<file path="src/rtl/wb_arbiter.sv">
// wb_arbiter: single register-file write port shared by the in-order pipeline
// writeback and a multi-cycle unit (divider/load). Multi-cycle results are
// buffered in a small FIFO and drained into idle pipeline slots. A starvation
// counter forces a drain slot by stalling the pipeline for one cycle.
// Optional feature macro: WB_BYPASS_EN lets a multi-cycle result skip the
// empty buffer and go straight to the write port.
module wb_arbiter #(
  parameter int REG_FILE_ADDR_WIDTH = 5,
  parameter int DATA_WIDTH          = 32,
  parameter int FIFO_DEPTH          = 4,
  parameter int STARVE_LIMIT        = 8
) (
  input  logic                                clk,
  input  logic                                rst_n,
  input  logic                                pipe_we,
  input  logic [REG_FILE_ADDR_WIDTH-1:0]      pipe_rd,
  input  logic [DATA_WIDTH-1:0]               pipe_wd,
  input  logic                                mc_valid,
  output logic                                mc_ready,
  input  logic [REG_FILE_ADDR_WIDTH-1:0]      mc_rd,
  input  logic [DATA_WIDTH-1:0]               mc_wd,
  output logic                                pipe_stall,
  output logic                                we3,
  output logic [REG_FILE_ADDR_WIDTH-1:0]      ad3,
  output logic [DATA_WIDTH-1:0]               wd3,
  output logic [2**REG_FILE_ADDR_WIDTH-1:0]   pending_mask,
  output logic [$clog2(FIFO_DEPTH):0]         fifo_count
);

  localparam int PTR_W    = $clog2(FIFO_DEPTH);
  localparam int CNT_W    = $clog2(FIFO_DEPTH) + 1;
  localparam int STARVE_W = $clog2(STARVE_LIMIT) + 1;

  logic [REG_FILE_ADDR_WIDTH-1:0] fifo_rd [FIFO_DEPTH];
  logic [DATA_WIDTH-1:0]          fifo_wd [FIFO_DEPTH];
  logic [PTR_W-1:0]               wr_ptr;
  logic [PTR_W-1:0]               rd_ptr;
  logic [STARVE_W-1:0]            starve_cnt;

  logic                           fifo_empty;
  logic                           fifo_full;
  logic                           pipe_slot;
  logic                           mc_fire;
  logic                           bypass;
  logic                           push;
  logic                           pop;
  logic                           starving;
  logic                           starve_hit;
  logic [REG_FILE_ADDR_WIDTH-1:0] head_rd;
  logic [DATA_WIDTH-1:0]          head_wd;

  assign fifo_empty = (fifo_count == '0);
  assign fifo_full  = (fifo_count == CNT_W'(FIFO_DEPTH));
  assign head_rd    = fifo_rd[rd_ptr];
  assign head_wd    = fifo_wd[rd_ptr];

  // A pending bit blocks a second outstanding write to the same register,
  // so the buffer can never reorder two writes to one destination.
  assign mc_ready  = !fifo_full && !pending_mask[mc_rd];
  assign mc_fire   = mc_valid && mc_ready;

  // Writes to r0 are discarded, so such a pipeline slot is free for draining.
  assign pipe_slot = pipe_we && (pipe_rd != '0) && !pipe_stall;
  assign pop       = !pipe_slot && !fifo_empty;

`ifdef WB_BYPASS_EN
  assign bypass = fifo_empty && !pipe_slot && !pipe_stall && mc_valid && (mc_rd != '0);
`else
  assign bypass = 1'b0;
`endif

  assign push       = mc_fire && (mc_rd != '0) && !bypass;
  assign starving   = !fifo_empty && !pop;
  assign starve_hit = starving && (starve_cnt == STARVE_W'(STARVE_LIMIT - 1));

  // Buffer storage; contents are only meaningful between the pointers.
  always_ff @(posedge clk) begin
    if (push) begin
      fifo_rd[wr_ptr] <= mc_rd;
      fifo_wd[wr_ptr] <= mc_wd;
    end
  end

  // Buffer pointers and occupancy; power-of-2 depth lets pointers wrap naturally.
  always_ff @(posedge clk or negedge rst_n) begin
    if (!rst_n) begin
      wr_ptr     <= '0;
      rd_ptr     <= '0;
      fifo_count <= '0;
    end else begin
      if (push) wr_ptr <= wr_ptr + PTR_W'(1);
      if (pop)  rd_ptr <= rd_ptr + PTR_W'(1);
      case ({push, pop})
        2'b10:   fifo_count <= fifo_count + CNT_W'(1);
        2'b01:   fifo_count <= fifo_count - CNT_W'(1);
        default: fifo_count <= fifo_count;
      endcase
    end
  end

  // Pending mask tracks which registers have a write waiting in the buffer.
  always_ff @(posedge clk or negedge rst_n) begin
    if (!rst_n) begin
      pending_mask <= '0;
    end else begin
      if (pop)  pending_mask[head_rd] <= 1'b0;
      if (push) pending_mask[mc_rd]   <= 1'b1;
    end
  end

  // Starvation counter; on its last step it steals one pipeline slot.
  always_ff @(posedge clk or negedge rst_n) begin
    if (!rst_n) begin
      starve_cnt <= '0;
      pipe_stall <= 1'b0;
    end else if (starve_hit) begin
      starve_cnt <= '0;
      pipe_stall <= 1'b1;
    end else if (starving) begin
      starve_cnt <= starve_cnt + STARVE_W'(1);
      pipe_stall <= 1'b0;
    end else begin
      starve_cnt <= '0;
      pipe_stall <= 1'b0;
    end
  end

  // Write-port registers: pipeline first, then buffer head, then bypass.
  always_ff @(posedge clk or negedge rst_n) begin
    if (!rst_n) begin
      we3 <= 1'b0;
      ad3 <= '0;
      wd3 <= '0;
    end else if (pipe_slot) begin
      we3 <= 1'b1;
      ad3 <= pipe_rd;
      wd3 <= pipe_wd;
    end else if (!fifo_empty) begin
      we3 <= 1'b1;
      ad3 <= head_rd;
      wd3 <= head_wd;
    end else if (bypass) begin
      we3 <= 1'b1;
      ad3 <= mc_rd;
      wd3 <= mc_wd;
    end else begin
      we3 <= 1'b0;
    end
  end

endmodule

</file>
<file path="config.mk">
export PLATFORM = sky130hd
export DESIGN_NAME = wb_arbiter
export DESIGN_NICKNAME = d
export VERILOG_FILES = /design/src/rtl/wb_arbiter.sv
export SDC_FILE = /design/constraint.sdc
export NUM_CORES = 1
export LEC_CHECK = 0
export ABC_CLOCK_PERIOD_IN_PS = 3700
export CAP_MARGIN = 20
export CORE_MARGIN = 1
export CORE_UTILIZATION = 53
export DETAILED_ROUTE_END_ITERATION = 8
export HOLD_SLACK_MARGIN = 0.02
export PLACE_DENSITY_LB_ADDON = 0.3
export REMOVE_ABC_BUFFERS = 1
export SYNTH_ARGS = -nofsm -noshare
export SYNTH_HDL_FRONTEND = slang
export SYNTH_SLANG_ARGS = --single-unit
</file>
<file path="constraint.sdc">
create_clock -name clk -period 3.7 [get_ports clk]
set_input_delay 0.37 -clock clk [delete_from_list [all_inputs] [get_ports clk]]
set_output_delay 0.37 -clock clk [all_outputs]
set_load 0.05 [all_outputs]
</file>
==> results of run 1 <==
==> stage by stage <==
stage	std cells	TNS, ns	setup WS (ns)	util	power [mW]
floorplan	560	-149.61	-2.73	-	6.59
global placement	960	0	0.179	0.654	8.00
detailed placement	960	0	0.101	0.654	8.10
CTS	1004	0	0.498	0.698	10.4
global route	1006	0	0.411	0.700	10.8
finish	1006	0	0.510	0.700	10.3
==> worst paths after layout <==
| path | from | endpoint | cells after the start |
|---|---|---|---|
| worst min-delay path | rst_n | wd3[31] | 2 |
| worst max register to register | pending_mask[26] | fifo_rd[0][2] | 8 |
| worst min register to register | starve_cnt[0] | starve_cnt[0] | 1 |
| min in group clk | pipe_wd[28] | wd3[28] | 3 |
| worst max-delay path | mc_rd[1] | mc_ready | 8 |
| max in group asynchronous | rst_n | rd_ptr[0] | 3 |
==> worst max-delay path: cells and delay by family <==
kind	cells	cell delay [ns]
AO/OA/AOI/OAI	2	0.47
buffers and inverters	3	1.11
multiplexers	1	0.26
AND/OR/NAND/NOR	2	0.59
==> cell usage in the layout (no fill, tap or decap), types with 3 or more instances in the layout <==
cell type	netlist	final
mux2_2	3	3
ha_1	6	6
nand3_1	7	7
xnor2_1	4	4
xor2_1	3	3
clkbuf_8	0	3
clkdlybuf4s50_1	0	150
nand2_1	19	19
nor2b_1	6	6
edfxtp_1	148	148
clkinv_1	0	3
inv_1	7	7
clkbuf_1	17	10
clkbuf_16	0	24
nor3_1	9	8
buf_4	1	20
mux4_2	40	40
mux2i_1	46	46
o21ai_0	62	62
and2_2	0	4
a21oi_1	37	37
nand3b_1	6	6
a22o_1	3	3
buf_12	0	5
dfrtp_1	82	80
nor2_1	42	42
==> power breakdown <==
part | switching [mW] | total (mW) | internal [mW]
logic | 2.54 | 4.20 | 1.66
clock network | 0.949 | 2.28 | 1.33
registers | 0.447 | 3.86 | 3.41
==> state kept, by name, indices dropped and copies added, names as in the netlist <==
name and count:
pending_mask 32, ad3 5, rd_ptr 2, fifo_count 3
pipe_stall 1, fifo_wd 128, we3 1, starve_cnt 4
wr_ptr 2, fifo_rd 20, wd3 32
==> layout make-up <==
cell class / instances / area (um^2)
tap: 225 / 282
inverter: 7 / 26.3
timing repair buffer: 177 / 1790
clock buffer: 37 / 679
multi-input combinational: 323 / 2720
sequential: 230 / 6500
fill: 1086 / 5170
clock inverter: 7 / 70.1
==> routing by layer <==
| metal | share of wire | vias up | wire length (um) | GRT usage |
|---|---|---|---|---|
| li1 | - | 2611 | - | - |
| met1 | 0.40 | 2959 | 8380 | 0.320 |
| met2 | 0.51 | 267 | 10600 | 0.403 |
| met3 | 0.068 | 48 | 1430 | 0.0409 |
| met4 | 0.022 | 0 | 461 | 0.0693 |
| met5 | 0 | - | 0 | 0 |
==> synth_stat cells (7+ instances only) <==
| library cell | number | share of area |
|---|---|---|
| a21oi_1 | 37 | 0.020 |
| buf_1 | 9 | 0.0036 |
| clkbuf_1 | 17 | 0.0068 |
| dfrtp_1 | 82 | 0.22 |
| edfxtp_1 | 148 | 0.48 |
| inv_1 | 7 | 0.0028 |
| mux2i_1 | 46 | 0.049 |
| mux4_2 | 40 | 0.096 |
| nand2_1 | 19 | 0.0076 |
| nand3_1 | 7 | 0.0038 |
| nor2_1 | 42 | 0.017 |
| nor3_1 | 9 | 0.0048 |
| o21ai_0 | 62 | 0.033 |
==> cells by family after synthesis <==
family / Yosys count / share of synthesized area
AND/OR/NAND/NOR: 109 / 0.0592
AO/OA/AOI/OAI: 110 / 0.0625
XOR/XNOR: 7 / 0.00657
flip-flops: 230 / 0.696
buffers and inverters: 36 / 0.0151
multiplexers: 90 / 0.151
adder cells (fa/ha/maj): 7 / 0.0102
==> repair_timing <==
item / CTS / global route
endpoints found under the hold margin: 0 / 25
hold buffers: 0 / 1
endpoints found under the setup margin: 0 / 0
==> flow_metrics.tcl, run 1 <==
set metrics [dict create \
    outcome "completed" \
    slew_viol_final 0 \
    vias 5885 \
    period_needed_ns 3.19 \
    ant_nets 0 \
    crit_chain "clkdlybuf4s50_1 > buf_4 > mux2i_1 > o22ai_1 > a211o_1 > or3_4 > nor2_1 > buf_12" \
    hold_class "in2async" \
    synth-main-ff-cell "edfxtp_1" \
    cts_num_sinks 230 \
    arrival_ns 2.82 \
    reg2reg_slack_ns 0.80 \
    routedWlPerCell_um 20.8 \
    power_density_nw_per_um2 858 \
    yosys_warnings 0 \
    root_buffer "clkbuf_16" \
    path_max_fanout 17 \
    synth_cell_types 47 \
    setup_violations 0 \
    drive_above_1_share 0.146 \
    rows 48 \
    grtUsageTotal 0.238 \
    nNetsFinal 848 \
    diodes 0 \
    dpl_cell_area_um2 11300 \
    cts_buffers 24 \
    period_share 0.862 \
    crit_type "in2out" \
    htreeDepth 1 \
    vias_per_cell 5.85 \
    hold_viol 0 \
    whs_ns 0.320 \
    end_kind "primary output" \
    startpoint_type "input pin" \
    dieArea_um2 18200 \
    grt_first_pass_wirelength_um 32800 \
    cpMaxStageDelayCell "clkdlybuf4s50_1" \
    port_buffers 152 \
    clk_pin_slew_ns 0.06 \
    grt_overflow_total 0 \
    die_y_um 135 \
    synthCells 589 \
    required_ns 3.33 \
    synth-edff-count 148 \
    maxCapViolCount 0 \
    yosysSeqAreaShare 0.696 \
    tightest_slew_ns 0.761 \
    antenna_found_initial 0 \
    io_pins 153 \
    grt_pass1_vias 5985 \
    grt_start_max_net_pins 83 \
    post_cts_buffers 0 \
    cts_buffer_depth 3 \
    coreArea_um2 17200 \
    slowest_delay_ns 0.63 \
    drt_iter0_drc 446 \
    wl_um 20900 \
    cts_resized 0 \
    start_util 0.542 \
    ys_seq_elements 230 \
    syn_to_final_growth_pct 29.2 \
    maxSlewHeadroom 0.493 \
    gp_congestion 0.892 \
    die_x_um 135 \
    netlist_area_um2 9340 \
    ir_worst_vdd_v 0.000587 \
    drc_errors 0 \
    cts_tree "yes" \
    clk_latency_ns 0.51 \
    timing.fmax_ghz 0.313 \
    finClkSkew_ns 0.0144 \
    syn_area_per_cell_um2 15.9 \
    ys_async_sr_fraction 0.357 \
    hpwl_um 13800 \
    fin_area_um2 12100 \
    rsz0062_at_grt "no" \
    leakage_nw 4.34 \
    first_pass_iters 5 \
]
No activity file was read; power rests on OpenSTA's default activity.
==> inputs of run 2 (changes only) <==
- CORE_ASPECT_RATIO: unset -> 1.4
==> run 2 against run 1 <==
Net effect: the run now ends with negative hold slack left; clock power decreased by 2%; utilization decreased by 0.37 points; die area about the same; combinational power about the same; first-iteration DRC count decreased by 1.1%; maximum frequency increased by 0.29%; register-to-register slack got worse by 0.07 ns; largest cell class unchanged; highest routed layer unchanged.
==> flow_metrics.tcl, run 2 (synthesized netlist as in run 1, its figures left out) <==
set metrics [dict create \
    outcome "complete, but fails checks" \
    violations "negative hold slack" \
    grtUsageTotal 0.237 \
    htreeDepth 1 \
    antenna_found_initial 0 \
    power_density_nw_per_um2 855 \
    clk_latency_ns 0.50 \
    port_buffers 152 \
    power_mw 10.3 \
    root_buffer "clkbuf_16" \
    met1_length_um 7950 \
    whs_ns -0.00153 \
    routedWlPerCell_um 20.7 \
    cts_buffers 22 \
    dieArea_um2 18200 \
    slew_viol_final 0 \
    io_pins 153 \
    mostFrequentLayoutCells "clkdlybuf4s50_1 (150), edfxtp_1 (148), dfrtp_1 (80)" \
    cts_buffer_depth 3 \
    period_needed_ns 3.18 \
    startpoint "mc_rd[1]" \
    arrival_ns 2.81 \
    startpoint_type "input pin" \
    period_share 0.860 \
    grt_pass1_vias 6083 \
    setup_violations 0 \
    holdBufCountCts 0 \
    hpwl_um 14000 \
    start_util 0.539 \
    rows 57 \
    tightest_slew_ns 0.921 \
    regMostFlops "fifo_wd" \
    ir_worst_vdd_v 0.000455 \
    ant_nets 0 \
    grt_first_pass_wirelength_um 33100 \
    maxSlewHeadroom 0.386 \
    drive_above_1_share 0.147 \
    worst-r2r-cell-count 12 \
    required_ns 3.33 \
    diodes 0 \
    vias_per_cell 5.73 \
    largest_reg_flops 128 \
    end_kind "primary output" \
    syn_to_final_growth_pct 29.2 \
    r2r-start "pending_mask[26]" \
    die_x_um 114 \
    path_max_fanout 5 \
    cts_tree "yes" \
    wl_met2_um 11100 \
    coreArea_um2 17300 \
    drt_iter0_drc 441 \
    finClkSkew_ns 0.0158 \
    cts_num_sinks 230 \
    top_regs "fifo_wd x128, pending_mask x32, wd3 x32" \
    final_common_cell "clkdlybuf4s50_1" \
    fin_area_um2 12100 \
    rsz0062_at_grt "no" \
    first_pass_iters 6 \
    grt_start_max_net_pins 79 \
    timing.fmax_ghz 0.314 \
    grt_overflow_total 0 \
    maxCapViolCount 0 \
    leakage_nw 4.33 \
    vias 5791 \
    nNetsFinal 843 \
    wl_um 20900 \
    hold_class "in2async" \
    crit_type "in2out" \
    post_cts_buffers 0 \
    clk_pin_slew_ns 0.06 \
    top_layer_used "met4" \
    die_y_um 159 \
    gp_congestion 0.908 \
    dpl_cell_area_um2 11300 \
    cts_resized 0 \
    drc_errors 0 \
    hold_viol 1 \
    wl_met3_um 1130 \
]
## run 2: cell count changes in the layout (fill, tap and decap cells not counted), moves of 2 or more
| cell | change |
|---|---|
| clkbuf_1 | -4 |
| buf_4 | -5 |
| clkinv_2 | +3 |
| buf_12 | +4 |
| clkinv_1 | -2 |
## run 2: path summary, 6_finish.rpt
check	end	slack (ns)
worst max-delay path	mc_ready	0.52
worst min-delay path	starve_cnt[0]	-0.002
worst max register to register	fifo_count[2]	0.73
worst min register to register	starve_cnt[0]	0.47
max in group asynchronous	pipe_stall	2.95
min in group clk	wd3[25]	0.45
## run 2: cell type report
cell class,instances,area (um^2)
Clock buffer,32,639
Sequential cell,230,6500
Multi-Input combinational cell,323,2720
Tap cell,236,295
Inverter,7,26.3
Timing Repair Buffer,174,1790
Clock inverter,8,92.6
Fill cell,1135,5270
## run 2: worst max-delay path, stage by stage
cell,delay (ns)
clkdlybuf4s50_1,0.64
mux4_2,0.56
a22o_1,0.23
a211o_1,0.28
or3_4,0.36
nor2_1,0.21
buf_12,0.17
## run 2: per-stage QoR
stage | std cells | hold slack, ns | TNS (ns) | util | worst slack, ns
final | 1010 | -0.00153 | 0 | 0.696 | 0.519
after global routing | 1010 | 0.0694 | 0 | 0.696 | 0.463
after CTS | 1010 | 0.0373 | 0 | 0.696 | 0.535
after detailed placement | 970 | 0.464 | 0 | 0.654 | 0.108
after global placement | 970 | 0.452 | 0 | 0.654 | 0.186
after floorplan | 560 | 0.0744 | -149.61 | - | -2.73
## run 2: routing by layer
layer | track usage | vias to the layer above
met5 | 0 | -
met4 | 0.0821 | 0
met3 | 0.0293 | 46
met2 | 0.419 | 230
met1 | 0.299 | 2928
li1 | - | 2587
## run 2: power breakdown
part / internal [mW] / switching [mW]
Sequential: 3.41 / 0.452
Combinational: 1.67 / 2.53
Clock: 1.34 / 0.903
==> inputs of run 3 (changes only) <==
- MAX_ROUTING_LAYER: unset -> met4
- PLACE_DENSITY_LB_ADDON: 0.3 -> 0.25
==> run 3 against run 2 <==
Net effect: the run now ends clean; critical path depth unchanged; maximum frequency increased by 0.89%; sequential share of layout area decreased by 0.078 points; clock power increased by 3%; power increased by 0.32%; register-to-register slack improved by 0.03 ns; worst setup slack improved by 0.028 ns; non-clock buffer count increased by 2; clock skew decreased by 0.0047 ns; sequential power decreased by 2%; first-iteration DRC count decreased by 3.2%; critical path type unchanged; critical endpoint unchanged.
==> flow_metrics.tcl, run 3 (synthesized netlist as in run 1, its figures left out) <==
set metrics [dict create \
    outcome "completed" \
    whs_ns 0.00495 \
    dieArea_um2 18200 \
    crit_type "in2out" \
    period_needed_ns 3.15 \
    syn_to_final_growth_pct 29.4 \
    die_x_um 114 \
    path_max_fanout 5 \
    drt_iter0_drc 427 \
    slowest_delay_ns 0.60 \
    hold_viol 0 \
    rsz0062_at_grt "no" \
    leakage_nw 4.34 \
    final_common_cell "clkdlybuf4s50_1" \
    drive_above_1_share 0.151 \
    ant_nets 0 \
    first_pass_iters 5 \
    root_buffer "clkbuf_16" \
    coreArea_um2 17300 \
    required_ns 3.33 \
    cts_buffer_depth 3 \
    htreeDepth 1 \
    rows 57 \
    grt_first_pass_wirelength_um 33900 \
    period_share 0.852 \
    clk_pin_slew_ns 0.07 \
    antenna_found_initial 0 \
    vias 5778 \
    crit_chain "clkdlybuf4s50_1 > mux4_2 > a22o_1 > a211o_1 > or3_4 > nor2_1 > buf_12" \
    grt_start_max_net_pins 70 \
    start_util 0.539 \
    port_buffers 152 \
    power_density_nw_per_um2 856 \
    finClkSkew_ns 0.0110 \
    diodes 0 \
    grt_overflow_total 0 \
    regMostFlops "fifo_wd" \
    cts_num_sinks 230 \
    regArea_um2 6500 \
    end_kind "primary output" \
    dpl.cell_count 972 \
    setup_violations 0 \
    largest_reg_flops 128 \
    top_regs "fifo_wd x128, pending_mask x32, wd3 x32" \
    io_pins 153 \
    routedWlPerCell_um 21.0 \
    post_cts_buffers 0 \
    fillers 1114 \
    grtUsageTotal 0.254 \
    wl_um 21200 \
    holdBufCountCts 0 \
    cts_resized 0 \
    timing.fmax_ghz 0.317 \
    arrival_ns 2.78 \
    gp_congestion 0.889 \
    ir_worst_vdd_v 0.000607 \
    mostFrequentLayoutCells "clkdlybuf4s50_1 (150), edfxtp_1 (148), dfrtp_1 (80)" \
    grt_pass1_vias 6099 \
    cpMaxStageDelayCell "clkdlybuf4s50_1" \
    tightest_slew_ns 0.940 \
    hold_class "in2async" \
    nNetsFinal 845 \
    maxSlewHeadroom 0.373 \
    cts_buffers 22 \
    vias_per_cell 5.71 \
    drc_errors 0 \
    maxCapViolCount 0 \
    clk_latency_ns 0.50 \
    slew_viol_final 0 \
    die_y_um 159 \
    multi_input_area_um2 2720 \
    finalNonFillerCells 1012 \
    startpoint_type "input pin" \
    cts_tree "yes" \
    hpwl_um 14500 \
]
[run 3: area by class of cell]
| class | count | area share |
|---|---|---|
| Timing Repair Buffer | 176 | 0.149 |
| Sequential cell | 230 | 0.538 |
| Clock buffer | 26 | 0.0494 |
| Tap cell | 236 | 0.0244 |
| Inverter | 7 | 0.00218 |
| Clock inverter | 14 | 0.0124 |
| Multi-Input combinational cell | 323 | 0.225 |
[run 3: power breakdown]
| part | internal, mW | total (mW) | switching, mW |
|---|---|---|---|
| Sequential | 3.41 | 3.79 | 0.375 |
| Combinational | 1.66 | 4.25 | 2.59 |
| Clock | 1.37 | 2.30 | 0.935 |
| Total | 6.44 | 10.3 | 3.90 |
[run 3: critical path: cells and delay by family]
kind                   cells  cell delay, ns
muxes                      1            0.53
buffers and inverters      2            0.77
AOI/OAI and AO/OA          2            0.51
and+or+nand+nor            2            0.59
[run 3: path summary, 6_finish.rpt]
check	slack (ns)	to	startpoint	depth (start not counted)
max in group asynchronous	2.92	wd3[0]	rst_n	2
min in group clk	0.45	wd3[8]	pipe_wd[8]	3
min reg2reg	0.49	starve_cnt[0]	starve_cnt[0]	1
max	0.55	mc_ready	mc_rd[1]	7
min	0.005	pending_mask[17]	rst_n	1
max reg2reg	0.76	fifo_wd[0][12]	pending_mask[26]	8
[run 3: layer usage]
layer / up-vias / GRT usage / routed length (um)
met5: - / - / 0
met4: 0 / 0.0950 / 767
met3: 55 / 0.0251 / 1020
met2: 223 / 0.440 / 11500
met1: 2910 / 0.307 / 7940
li1: 2590 / - / -
[run 3: through the flow]
step / power (mW) / cell area (um^2) / setup slack [ns] / util / TNS [ns]
floorplan: 6.59 / 9220 / -2.73 / - / -149.61
global placement: 8.01 / 11300 / 0.171 / 0.654 / 0
detailed placement: 8.11 / 11300 / 0.110 / 0.654 / 0
CTS: 10.4 / 12100 / 0.540 / 0.697 / 0
global route: 10.8 / 12100 / 0.477 / 0.697 / 0
finish: 10.3 / 12100 / 0.547 / 0.697 / 0
